[config.mk]
export PLATFORM = sky130hd
export DESIGN_NAME = traffic_light_monitor
export DESIGN_NICKNAME = d
export VERILOG_FILES = /design/src/rtl/traffic_light_monitor.sv
export SDC_FILE = /design/constraint.sdc
export NUM_CORES = 1
export LEC_CHECK = 0
export ABC_AREA = 1
export BUFFER_PORTS_ARGS = -buffer_cell sky130_fd_sc_hd__buf_2
export CAP_MARGIN = 0
export CORE_MARGIN = 3
export CORE_UTILIZATION = 40
export DETAILED_ROUTE_END_ITERATION = 16
export PLACE_DENSITY = 0.66
export SLEW_MARGIN = 20
export SYNTH_ARGS = -nofsm -noshare
export SYNTH_HDL_FRONTEND = slang
export SYNTH_SLANG_ARGS = --single-unit
export TNS_END_PERCENT = 10
[constraint.sdc]
create_clock -name clk -period 4.3 [get_ports clk]
set_clock_uncertainty 0.2 [all_clocks]
set_input_delay 0.43 -clock clk [delete_from_list [all_inputs] [get_ports clk]]
set_output_delay 0.43 -clock clk [all_outputs]
set_load 0.02 [all_outputs]
[src/rtl/traffic_light_monitor.sv]
// traffic_light_monitor: consumer-side safety checker for the intersection light bus.
// Optional SHORT_GREEN check (code 6) enabled by defining MONITOR_MIN_GREEN_EN.
module traffic_light_monitor #(
    parameter int unsigned TIMER_W      = 16,
    parameter int unsigned MIN_YELLOW   = 1000,
    parameter int unsigned MIN_GREEN    = 5000,
    parameter int unsigned FLASH_PERIOD = 500
) (
    input  logic       clk,
    input  logic       reset,
    input  logic [2:0] main_light,
    input  logic [2:0] side_light,
    input  logic       pedestrian_signal,
    input  logic       clear_fault,
    output logic       fault,
    output logic [2:0] fault_code,
    output logic [1:0] fault_road,
    output logic       failsafe_flash,
    output logic [7:0] fault_count
);

    localparam logic [2:0] RED = 3'b100;
    localparam logic [2:0] YEL = 3'b010;
    localparam logic [2:0] GRN = 3'b001;

    localparam int unsigned FCNT_W =
        (FLASH_PERIOD > 1) ? $clog2(FLASH_PERIOD) : 1;
    localparam logic [FCNT_W-1:0] FLASH_LAST = FCNT_W'(FLASH_PERIOD - 1);
    localparam logic [TIMER_W-1:0] HOLD_ONE = TIMER_W'(1);

    typedef enum logic {S_MONITOR, S_FAULT} state_t;

    state_t              r_state;
    state_t              w_state_next;
    logic [2:0]          r_prev_main;
    logic [2:0]          r_prev_side;
    logic [TIMER_W-1:0]  r_hold_main;
    logic [TIMER_W-1:0]  r_hold_side;
    logic [2:0]          r_fault_code;
    logic [1:0]          r_fault_road;
    logic                r_flash;
    logic [FCNT_W-1:0]   r_flash_cnt;
    logic [7:0]          r_fault_count;

    logic [1:0] w_enc;
    logic       w_conflict;
    logic [1:0] w_seq;
    logic [1:0] w_short_y;
    logic [1:0] w_short_g;
    logic       w_ped;
    logic [1:0] w_per_road;
    logic [2:0] w_code;
    logic [1:0] w_road;
    logic       w_clear_ok;
    logic       w_enter;
    logic       w_exit;

    function automatic logic valid_enc(input logic [2:0] l);
        return (l == RED) || (l == YEL) || (l == GRN);
    endfunction

    function automatic logic legal_step(input logic [2:0] p, input logic [2:0] c);
        return (p == c) || (p == GRN && c == YEL) ||
               (p == YEL && c == RED) || (p == RED && c == GRN);
    endfunction

    assign w_enc[0]   = !valid_enc(main_light);
    assign w_enc[1]   = !valid_enc(side_light);
    assign w_conflict = (main_light != RED) && (side_light != RED);
    assign w_seq[0]   = !legal_step(r_prev_main, main_light);
    assign w_seq[1]   = !legal_step(r_prev_side, side_light);

    // Yellow length is judged on the count of yellow samples held so far
    assign w_short_y[0] = (r_prev_main == YEL) && (main_light == RED) &&
                          (32'(r_hold_main) < MIN_YELLOW);
    assign w_short_y[1] = (r_prev_side == YEL) && (side_light == RED) &&
                          (32'(r_hold_side) < MIN_YELLOW);

`ifdef MONITOR_MIN_GREEN_EN
    assign w_short_g[0] = (r_prev_main == GRN) && (main_light == YEL) &&
                          (32'(r_hold_main) < MIN_GREEN);
    assign w_short_g[1] = (r_prev_side == GRN) && (side_light == YEL) &&
                          (32'(r_hold_side) < MIN_GREEN);
`else
    // Code 6 is never raised; this expression folds to constant zero
    assign w_short_g = {2{1'b0 && (MIN_GREEN != 0)}};
`endif

    assign w_ped = pedestrian_signal &&
                   ((main_light != RED) || (side_light != RED));

    // Per-road codes report every road that broke any per-road rule
    assign w_per_road = w_enc | w_seq | w_short_y | w_short_g;

    // Priority encode the active checks, lowest code wins
    always_comb begin
        w_code = 3'd0;
        w_road = 2'b00;
        if (|w_enc) begin
            w_code = 3'd1;
            w_road = w_per_road;
        end else if (w_conflict) begin
            w_code = 3'd2;
            w_road = 2'b11;
        end else if (|w_seq) begin
            w_code = 3'd3;
            w_road = w_per_road;
        end else if (|w_short_y) begin
            w_code = 3'd4;
            w_road = w_per_road;
        end else if (w_ped) begin
            w_code = 3'd5;
            w_road = 2'b11;
        end else if (|w_short_g) begin
            w_code = 3'd6;
            w_road = w_per_road;
        end
    end

    assign w_clear_ok = clear_fault && (main_light == RED) &&
                        (side_light == RED) && !pedestrian_signal;

    // Next-state and transition strobes
    always_comb begin
        w_state_next = r_state;
        w_enter      = 1'b0;
        w_exit       = 1'b0;
        case (r_state)
            S_MONITOR: begin
                if (w_code != 3'd0) begin
                    w_state_next = S_FAULT;
                    w_enter      = 1'b1;
                end
            end
            S_FAULT: begin
                if (w_clear_ok) begin
                    w_state_next = S_MONITOR;
                    w_exit       = 1'b1;
                end
            end
            default: w_state_next = S_MONITOR;
        endcase
    end

    // State register
    always_ff @(posedge clk) begin
        if (reset) r_state <= S_MONITOR;
        else       r_state <= w_state_next;
    end

    // Previous samples and saturating hold counters, running in every state
    always_ff @(posedge clk) begin
        if (reset) begin
            r_prev_main <= RED;
            r_prev_side <= RED;
            r_hold_main <= '0;
            r_hold_side <= '0;
        end else begin
            r_prev_main <= main_light;
            r_prev_side <= side_light;
            if (w_exit) begin
                r_hold_main <= HOLD_ONE;
                r_hold_side <= HOLD_ONE;
            end else begin
                if (main_light != r_prev_main) r_hold_main <= HOLD_ONE;
                else if (!(&r_hold_main))      r_hold_main <= r_hold_main + 1'b1;
                if (side_light != r_prev_side) r_hold_side <= HOLD_ONE;
                else if (!(&r_hold_side))      r_hold_side <= r_hold_side + 1'b1;
            end
        end
    end

    // Latched fault record, entry counter and failsafe flasher
    always_ff @(posedge clk) begin
        if (reset) begin
            r_fault_code  <= 3'd0;
            r_fault_road  <= 2'b00;
            r_flash       <= 1'b0;
            r_flash_cnt   <= '0;
            r_fault_count <= 8'd0;
        end else if (w_enter) begin
            r_fault_code  <= w_code;
            r_fault_road  <= w_road;
            r_flash       <= 1'b1;
            r_flash_cnt   <= '0;
            if (r_fault_count != 8'hFF) r_fault_count <= r_fault_count + 8'd1;
        end else if (w_exit) begin
            r_fault_code <= 3'd0;
            r_fault_road <= 2'b00;
            r_flash      <= 1'b0;
            r_flash_cnt  <= '0;
        end else if (r_state == S_FAULT) begin
            if (r_flash_cnt == FLASH_LAST) begin
                r_flash_cnt <= '0;
                r_flash     <= !r_flash;
            end else begin
                r_flash_cnt <= r_flash_cnt + 1'b1;
            end
        end
    end

    assign fault          = (r_state == S_FAULT);
    assign fault_code     = r_fault_code;
    assign fault_road     = r_fault_road;
    assign failsafe_flash = r_flash;
    assign fault_count    = r_fault_count;

endmodule

### After elaboration in Yosys (flattened, before gate mapping)

Cells that the tools add are included.
Widths: inputs -> output; s select.

| word-level totals | value |
|---|---|
| register bits | 62 |
| input port bits | 10 |

| operators by class | value |
|---|---|
| add/subtract/negate cells | 4 |
| order comparisons | 2 |
| equal/unequal tests | 22 |
| mux-type cells | 31 |
| bitwise gates (word level) | 3 |
| reduce and logical (&&, ||, !) cells | 44 |

Operators with widths:

| cell | count |
|---|---|
| $add 16x1->16 const B | 2 |
| $lt 16x10->1 const B | 2 |
| $reduce_and 16->1 | 2 |
| $mux 3 | 7 |
| $mux 1 | 15 |
| $mux 2 | 7 |
| $logic_and 1x1->1 | 13 |
| $eq 3x1->1 const B | 4 |
| $eq 3x2->1 const B | 4 |
| $eq 3x3->1 const B | 4 |
| $ne 3x3->1 const B | 4 |
| $logic_or 1x1->1 | 11 |
| $add 9x1->9 const B | 1 |
| $eq 9x9->1 const B | 1 |
| $mux 9 | 1 |
| $reduce_bool 3->1 | 3 |
| $reduce_or 3->1 | 3 |
| $add 8x1->8 const B | 1 |
| $ne 8x8->1 const B | 1 |
| $eq 3x3->1 | 2 |
| $logic_not 1->1 | 6 |
| $ne 3x3->1 | 2 |
| $reduce_or 2->1 | 3 |
| $or 2x2->2 | 2 |
| 4 further kinds | 5 |

### Logic depth before layout (Yosys ltp)

Gate-level depths: netlist of run 1.

| depth | value |
|---|---|
| depth in word-level cells | 15 |
| depth in mapped cells | 15 |

### Least setup slack after synthesis of run 1

Ideal clock, no wire load.

| timing path | value |
|---|---|
| kind | flip-flop to flip-flop |
| from | reg r_state (netlist: fault) |
| to | reg r_hold_main[1] |
| setup time | 0.115 ns |
| arrival | 1.683 ns |
| slack | 2.302 ns |
| stages on the path, launching flop included | 9 |
| path buffers | 0 |
| period minus slack after synthesis | 1.998 ns |
| cell sequence | dfxtp_1 clkinv_1 nor2_1 inv_2 nand2_1 nor2_1 o21a_1 o21ai_0 inv_1 |

| on the way | value |
|---|---|
| cells in the longest elaborated chain, start to end | 2 |

Ends and longest elaborated chain:

| item | RTL line | text |
|---|---|---|
| start, declared | 33 | `state_t r_state;` |
| start signal, assigned | 148 | `else r_state <= w_state_next;` |
| $mux 1 | 128 | `case (r_state)` |
| $reduce_or 3->1 (no source line) | n/a |  |
| end signal, assigned | 166 | `else if (!(&r_hold_main)) r_hold_main <= r_hold_main + 1'b1;` |
| end, declared | 37 | `logic [TIMER_W-1:0] r_hold_main;` |

Every way passes these cells.
A chain may end at the register's enable or synchronous reset.

### Final worst setup path of run 1

| timing path | value |
|---|---|
| from | reg r_state (netlist: fault) |
| to | reg r_hold_side[10] |

| on the way | value |
|---|---|
| cells in the longest elaborated chain, start to end | 2 |

Ends and longest elaborated chain:

| item | RTL line | text |
|---|---|---|
| $mux 1 | 128 |  |
| $reduce_or 3->1 (no source line) | n/a |  |
| end signal, assigned | 168 | `else if (!(&r_hold_side)) r_hold_side <= r_hold_side + 1'b1;` |
| end, declared | 38 | `logic [TIMER_W-1:0] r_hold_side;` |

Every way passes these cells.

==> reports/qor.csv, run 1 <==
metric,value,unit
p_leak,1.66,nW
cts_hold_buffers,0,
fp.dieW,97.3,µm
vdd_drop_max,0.000217,V
fmax,449,MHz
wirelength,6860,µm
grt_max_degree,18,
finalSetupViolations,0,
synth_cell_type_count,40,
sw_frac_of_total,24.2,%
cts.path.max_buffers,2,
maxSlewViolCount,0,
worstMarginPinSlew,0.586,ns
finalNetCount,512,
cts.sinks,62,
synth_edf_count,0,
p_clk_share,39.9,%
yosysMostFrequentCell,nand2_1,
yosys_warnings,0,
grt_pass1_wl,12300,µm
crit_top_cell,inv_2,
cp-start-kind,flop,
synth_top_area_share,37.3,%
root_buffer,clkbuf_8,
synthArstFlopShare,0,%
worstSkewPairLatency,0.34,ns
fin_crit_sh,51.8,%
die_h,97.3,µm
gp_congestion,0.864,
critPathTopFamily,buffers and inverters,
yosysTopAreaCell,dfxtp_1,
drt-wirelength-per-cell,11.4,µm
regToRegSetupSlack,2.07,ns
finish.utilization,47.3,%
post_cts_buffers,0,
area_delta_synth_final,12.1,%
pwr-share-seq,52.1,%
synth.avg_cell_area,7.15,µm²
overflow,0,
core_area,7890,µm²
netlist_area,3330,µm²
critPathMaxFanout,9,
cpPeakStageDelay,0.48,ns
slowest_stage,dfxtp_1,
rsz0062_at_grt,no,
cts_inserted_buffers,9,
synth_commonest_cells,"nand2_1 (74), inv_1 (64), dfxtp_1 (62), nor2_1 (57), nand3_1 (35)",
synthCells,466,
hpwl,5210,µm
drtIter0Drc,138,
vias,2966,
crit_type,reg -> reg,
slew_headroom,60.8,%
drc_errors,0,
power.density,306,nW/µm²
worstPathCellList,clkinv_1 -> nor2_1 -> inv_2 -> nand2_1 -> nor2_2 -> inv_2 -> a21oi_1 -> o31ai_1 -> inv_1,
n_fill_cell,808,
hp-class,in -> reg,
grt_use_total,15.6,%
fin_crit,2.23,ns
cp-end-kind,flop,
setup_tns,0,ns
seq_area_frac_synth,37.3,%
routed_via_density,4.92,
ys_ff_latch,62,
h-tree-depth,3,
dieArea,9460,µm²
comb_power_share,8.0,%
crit_required,4.32,ns
cts-resized-gates,0,
clk_pin_slew,0.06,ns
critPathBufInv,4,
critPathLaunch,fault,
synthFlopType,dfxtp_1,
synth_fp_nets,480,
power.internal,0.000865,W
status,"complete, no violations",
synth_area_leaders,"dfxtp_1 (37%), nand2_1 (8.3%), inv_1 (7.2%)",
initial_core_util,42.2,%
port_buffers,24,
rows,32,
grt_pass1_vias,2850,
firstDrtPassIters,5,
final_hold_viol_count,0,
p_switching,0.000277,W
drtAntennaViolNets,0,
antennaDiodeCount,0,
cts_tree,built,
drive_gt1_share,16.8,%
regArea,1240,µm²
holdCritStartpoint,side_light[0],
crit_arrival,2.25,ns
multiInputGateArea,1790,µm²
grt_antenna_before_repair,0,
io_pins,25,
r2r-start,fault,
drv_cap,0,
==> stage by stage <==
stage	power (W)	setup slack, ns	area, µm²	hold WS, ns	cells
after floorplan	0.000673	2.30	3330	0.243	466
after global placement	0.000698	2.06	3560	0.230	589
after detailed placement	0.000699	1.97	3560	0.232	589
after CTS	0.00116	2.10	3730	0.134	603
after global routing	0.00120	1.85	3730	0.132	603
final	0.00114	2.07	3730	0.150	603
==> kinds of logic (layout without fill, tap and decap cells) <==
group / after synthesis / count (layout) / share of synthesized area, %
fa+ha+maj: 4 / 4 / 1.50
xor+xnor: 23 / 23 / 6.05
compound gates: 62 / 62 / 10.7
simple gates: 237 / 237 / 35.4
flops: 62 / 62 / 37.3
buf+inv: 78 / 113 / 9.05
==> flip-flops by register name (all words and copies together), names as in the netlist <==
register,cells
r_hold_main,16
fault,1
fault_road,2
r_prev_main,3
r_hold_side,16
failsafe_flash,1
fault_code,3
r_flash_cnt,9
fault_count,8
r_prev_side,3
==> cells in the final DEF, fill, tap and decap left out, types with 4 or more instances in the layout <==
master,synthesis,layout
dfxtp_1,62,62
nor4_1,4,4
nand4_1,14,14
buf_2,1,24
xor2_1,16,16
inv_1,64,64
nor2_1,57,57
xnor2_1,7,7
inv_2,10,10
nand3_2,7,7
nand2_1,74,74
nand3_1,35,35
clkbuf_8,0,12
nand2_2,6,6
a21oi_1,27,27
o21ai_0,19,19
nor2_2,13,13
nor3_1,15,15
ha_1,4,4
==> power by group through the flow <==
stage	registers, W	logic, W	clock network [W]
after CTS	0.000595	0.0000913	0.000472
after global placement	0.000608	0.0000896	0
after global routing	0.000597	0.000101	0.000506
final	0.000595	0.0000908	0.000456
after floorplan	0.000612	0.0000610	0
after detailed placement	0.000608	0.0000910	0
==> final cells by class <==
type,count,share of cell area [%]
tap,102,3.42
multi-input combinational,326,47.9
timing repair buffer,24,3.22
clock buffer,13,4.52
inverter,75,7.54
sequential,62,33.2
clock inverter,1,0.134
==> routing by layer <==
metal	part of all wire, %	vias up	GRT usage (%)
li1	-	1574	-
met1	48	1340	19.5
met2	47	42	25.3
met3	3.4	10	4.52
met4	1.3	0	5.96
met5	0	-	0
==> tightest hold or removal path, stage by stage <==
cell	delay (ns)
buf_2	0.09
inv_2	0.05
nor2_1	0.07
==> path summary, 6_finish.rpt <==
kind                                        end  cells after the start
worst max-delay path            r_hold_side[10]                      9
worst max register to register  r_hold_side[10]                      9
worst min register to register    fault_code[0]                      2
worst min-delay path             r_prev_side[0]                      3
Power figures use the tool's default switching activity.
==> run 2: changes to the inputs <==
--- a/config.mk
+++ b/config.mk
@@ -5,7 +5,7 @@
 export SDC_FILE = /design/constraint.sdc
 export NUM_CORES = 1
 export LEC_CHECK = 0
-export ABC_AREA = 1
+export ABC_AREA = 0
 export BUFFER_PORTS_ARGS = -buffer_cell sky130_fd_sc_hd__buf_2
 export CAP_MARGIN = 0
 export CORE_MARGIN = 3
==> constraint.sdc (replaced) <==
create_clock -name clk -period 2.3 [get_ports clk]
set_clock_uncertainty 0.2 [all_clocks]
set_input_delay 0.23 -clock clk [delete_from_list [all_inputs] [get_ports clk]]
set_output_delay 0.23 -clock clk [all_outputs]
set_load 0.02 [all_outputs]
==> run 2 against run 1 <==
Effect of this change: largest power group unchanged; global-route usage increased by 0.85 points; the run now ends with negative setup slack left; highest routed layer unchanged; worst hold slack got worse by 0.12 ns; largest cell class unchanged; final cell count decreased by 8.0%; critical endpoint is now fault_count[0]; non-clock buffer count increased by 46; synthesized cell count decreased by 18%.
==> reports/qor.csv, run 2 <==
metric,value,unit,change
cts_tree,built,,unchanged
violations,negative setup slack,,
critPathMaxFanout,9,,unchanged
synth_fp_nets,397,,was 480
netlist_area,3290,µm²,was 3330 µm²
drive_gt1_share,26.0,%,was 16.8%
p_switching,0.000592,W,was 0.000277 W
synth.avg_cell_area,8.60,µm²,was 7.15 µm²
pwr-share-seq,45.8,%,was 52.1%
dr_wl_met3,242,µm,was 232 µm
wl_met1,3620,µm,was 3320 µm
cts.path.max_buffers,2,,unchanged
cts.sinks,62,,unchanged
vias,2964,,was 2966
fp.dieW,96.7,µm,was 97.3 µm
n_fill_cell,747,,was 808
finalSetupViolations,21,,was 0
synth_area_leaders,"dfxtp_1 (38%), nor2_1 (6.3%), xor2_1 (6.1%)",,"was dfxtp_1 (37%), nand2_1 (8.3%), inv_1 (7.2%)"
hp-class,in -> reg,,unchanged
yosysTopAreaCell,dfxtp_1,,unchanged
rsz0062_at_grt,yes,,was no
antennaDiodeCount,0,,unchanged
overflow,0,,unchanged
synth_top_area_share,37.7,%,was 37.3%
yosys_warnings,0,,unchanged
timing.final.ws_setup,-0.196,ns,was 2.07 ns
core_area,7850,µm²,was 7890 µm²
synth_commonest_cells,"dfxtp_1 (62), nor2_1 (55), nand2_1 (29), xor2_1 (23), nand3_1 (21)",,"was nand2_1 (74), inv_1 (64), dfxtp_1 (62), nor2_1 (57), nand3_1 (35)"
layout_commonest_cell,dfxtp_1,,was nand2_1
fmax,401,MHz,
crit_required,2.33,ns,was 4.32 ns
ys_ff_latch,62,,unchanged
p_leak,1.54,nW,was 1.66 nW
hpwl,5380,µm,was 5210 µm
yosysMostFrequentCell,dfxtp_1,,was nand2_1
h-tree-depth,3,,unchanged
sw_frac_of_total,24.3,%,was 24.2%
status,finished with violations,,"was complete, no violations"
seq_area_frac_synth,37.7,%,was 37.3%
top_layer,met4,,unchanged
vdd_drop_max,0.000297,V,was 0.000217 V
dieArea,9350,µm²,was 9460 µm²
crit_arrival,2.53,ns,was 2.25 ns
area_delta_synth_final,25.8,%,was 12.1%
synthFlopType,dfxtp_1,,unchanged
p_clk_share,44.2,%,was 39.9%
wl_met2,3690,µm,was 3210 µm
gp_congestion,0.888,,was 0.864
drv_cap,0,,unchanged
cp-end-kind,flop,,unchanged
cp-start-kind,primary input,,was flop
die_h,96.7,µm,was 97.3 µm
multiInputGateArea,2000,µm²,was 1790 µm²
crit_type,in -> reg,,was reg -> reg
drc_errors,0,,unchanged
holdWs,0.0293,ns,was 0.150 ns
setup_tns,-1.61,ns,was 0 ns
layout.cells.most_common_list,"dfxtp_1 (58), nor2_1 (54), buf_4 (39)",,"was nand2_1 (74), inv_1 (64), dfxtp_1 (62)"
synth_edf_count,0,,unchanged
worstMarginPinSlew,0.548,ns,was 0.586 ns
routed_via_density,5.34,,was 4.92
maxSlewViolCount,0,,unchanged
synth_cell_type_count,66,,was 40
wirelength,7670,µm,was 6860 µm
firstDrtPassIters,4,,was 5
drt-wirelength-per-cell,13.8,µm,was 11.4 µm
io_pins,25,,unchanged
grt_pass1_wl,13000,µm,was 12300 µm
clk_pin_slew,0.07,ns,was 0.06 ns
grt_max_degree,24,,was 18
cts_inserted_buffers,9,,unchanged
drtAntennaViolNets,0,,unchanged
grt_antenna_before_repair,0,,unchanged
power.density,589,nW/µm²,was 306 nW/µm²
initial_core_util,41.9,%,was 42.2%
final_hold_viol_count,0,,unchanged
slew_headroom,62.9,%,was 60.8%
top_regs,"r_hold_main x16, r_hold_side x16, r_flash_cnt x9",,unchanged
fin_crit_sh,109,%,
finalNetCount,462,,was 512
power.internal,0.00185,W,was 0.000865 W
grt_use_total,16.4,%,was 15.6%
root_buffer,clkbuf_8,,unchanged
port_buffers,24,,unchanged
worstSkewPairLatency,0.34,ns,about the same
comb_power_share,10.0,%,was 8.0%
regArea,1250,µm²,was 1240 µm²
synthArstFlopShare,0,%,unchanged
grt_pass1_vias,2827,,was 2850
fin_crit,2.50,ns,
synthCells,383,,was 466
rows,32,,unchanged
drtIter0Drc,85,,was 138
[run 2: critical path: stages]
cell	delay, ns
buf_2	0.17
or3b_4	0.43
nor4b_1	0.53
or3_4	0.24
nor4bb_4	0.37
buf_4	0.20
nor2_1	0.05
mux2_1	0.32
[run 2: final timing paths]
kind                                     start              to  slack [ns]  cells after the start
worst max-delay path             side_light[1]  fault_count[0]       -0.20                      8
worst min-delay path             main_light[0]  r_prev_main[0]        0.03                      2
worst max register to register  r_prev_side[1]  fault_count[0]       -0.10                      7
worst min register to register   fault_code[1]   fault_code[1]        0.25                      2
[run 2: metal layers]
layer,global-route usage (%),vias up
li1,-,1498
met1,21.6,1401
met2,26.5,54
met3,4.47,11
met4,4.75,0
met5,0,-
[run 2: logic make-up (layout without fill, tap and decap cells)]
group | after synthesis | after routing | share of synthesized area [%]
multiplexers | 10 | 10 | 3.19
AO/OA/AOI/OAI | 53 | 53 | 12.0
adder cells (fa/ha/maj) | 5 | 5 | 1.82
AND/OR/NAND/NOR | 191 | 191 | 31.3
XOR/XNOR | 35 | 35 | 9.31
flip-flops | 62 | 62 | 37.7
buffers and inverters | 27 | 97 | 4.64
[run 2: final cells by class]
class,count,area share [%]
multi-input combinational,294,48.2
inverter,11,0.997
clock buffer,10,3.32
clock inverter,6,2.06
timing repair buffer,70,12.2
tap,102,3.08
sequential,62,30.1
[run 2: what timing repair did]
item                                   in CTS  in global routing
setup endpoints to repair                   2                 23
cloned                                      0                  1
gates resized for setup                     7                 17
buffers inserted                            0                  4
pin swaps                                   0                  9
hold buffers                                3                  0
endpoints found under the hold margin       3                  0
[run 2: power by group through the flow]
| stage | combinational [W] | sequential [W] | clock (W) |
|---|---|---|---|
| 2_1_floorplan | 0.000129 | 0.00115 | 0 |
| 3_3_place_gp | 0.000212 | 0.00114 | 0 |
| 3_5_place_dp | 0.000218 | 0.00114 | 0 |
| 4_1_cts | 0.000225 | 0.00111 | 0.00111 |
| 5_1_grt | 0.000269 | 0.00112 | 0.00115 |
| 6_report | 0.000244 | 0.00112 | 0.00108 |
[run 2: per-stage QoR]
| step | instances | area [µm²] | setup slack (ns) | utilization, % | total power [W] |
|---|---|---|---|---|---|
| finish | 555 | 4140 | -0.196 | 52.8 | 0.00244 |
| global route | 555 | 4140 | -0.214 | 52.8 | 0.00254 |
| CTS | 550 | 4030 | 0.00102 | 51.4 | 0.00245 |
| detailed placement | 531 | 3740 | -0.143 | 47.6 | 0.00136 |
| global placement | 531 | 3740 | -0.120 | 47.6 | 0.00135 |
| floorplan | 383 | 3290 | 0.0192 | - | 0.00128 |
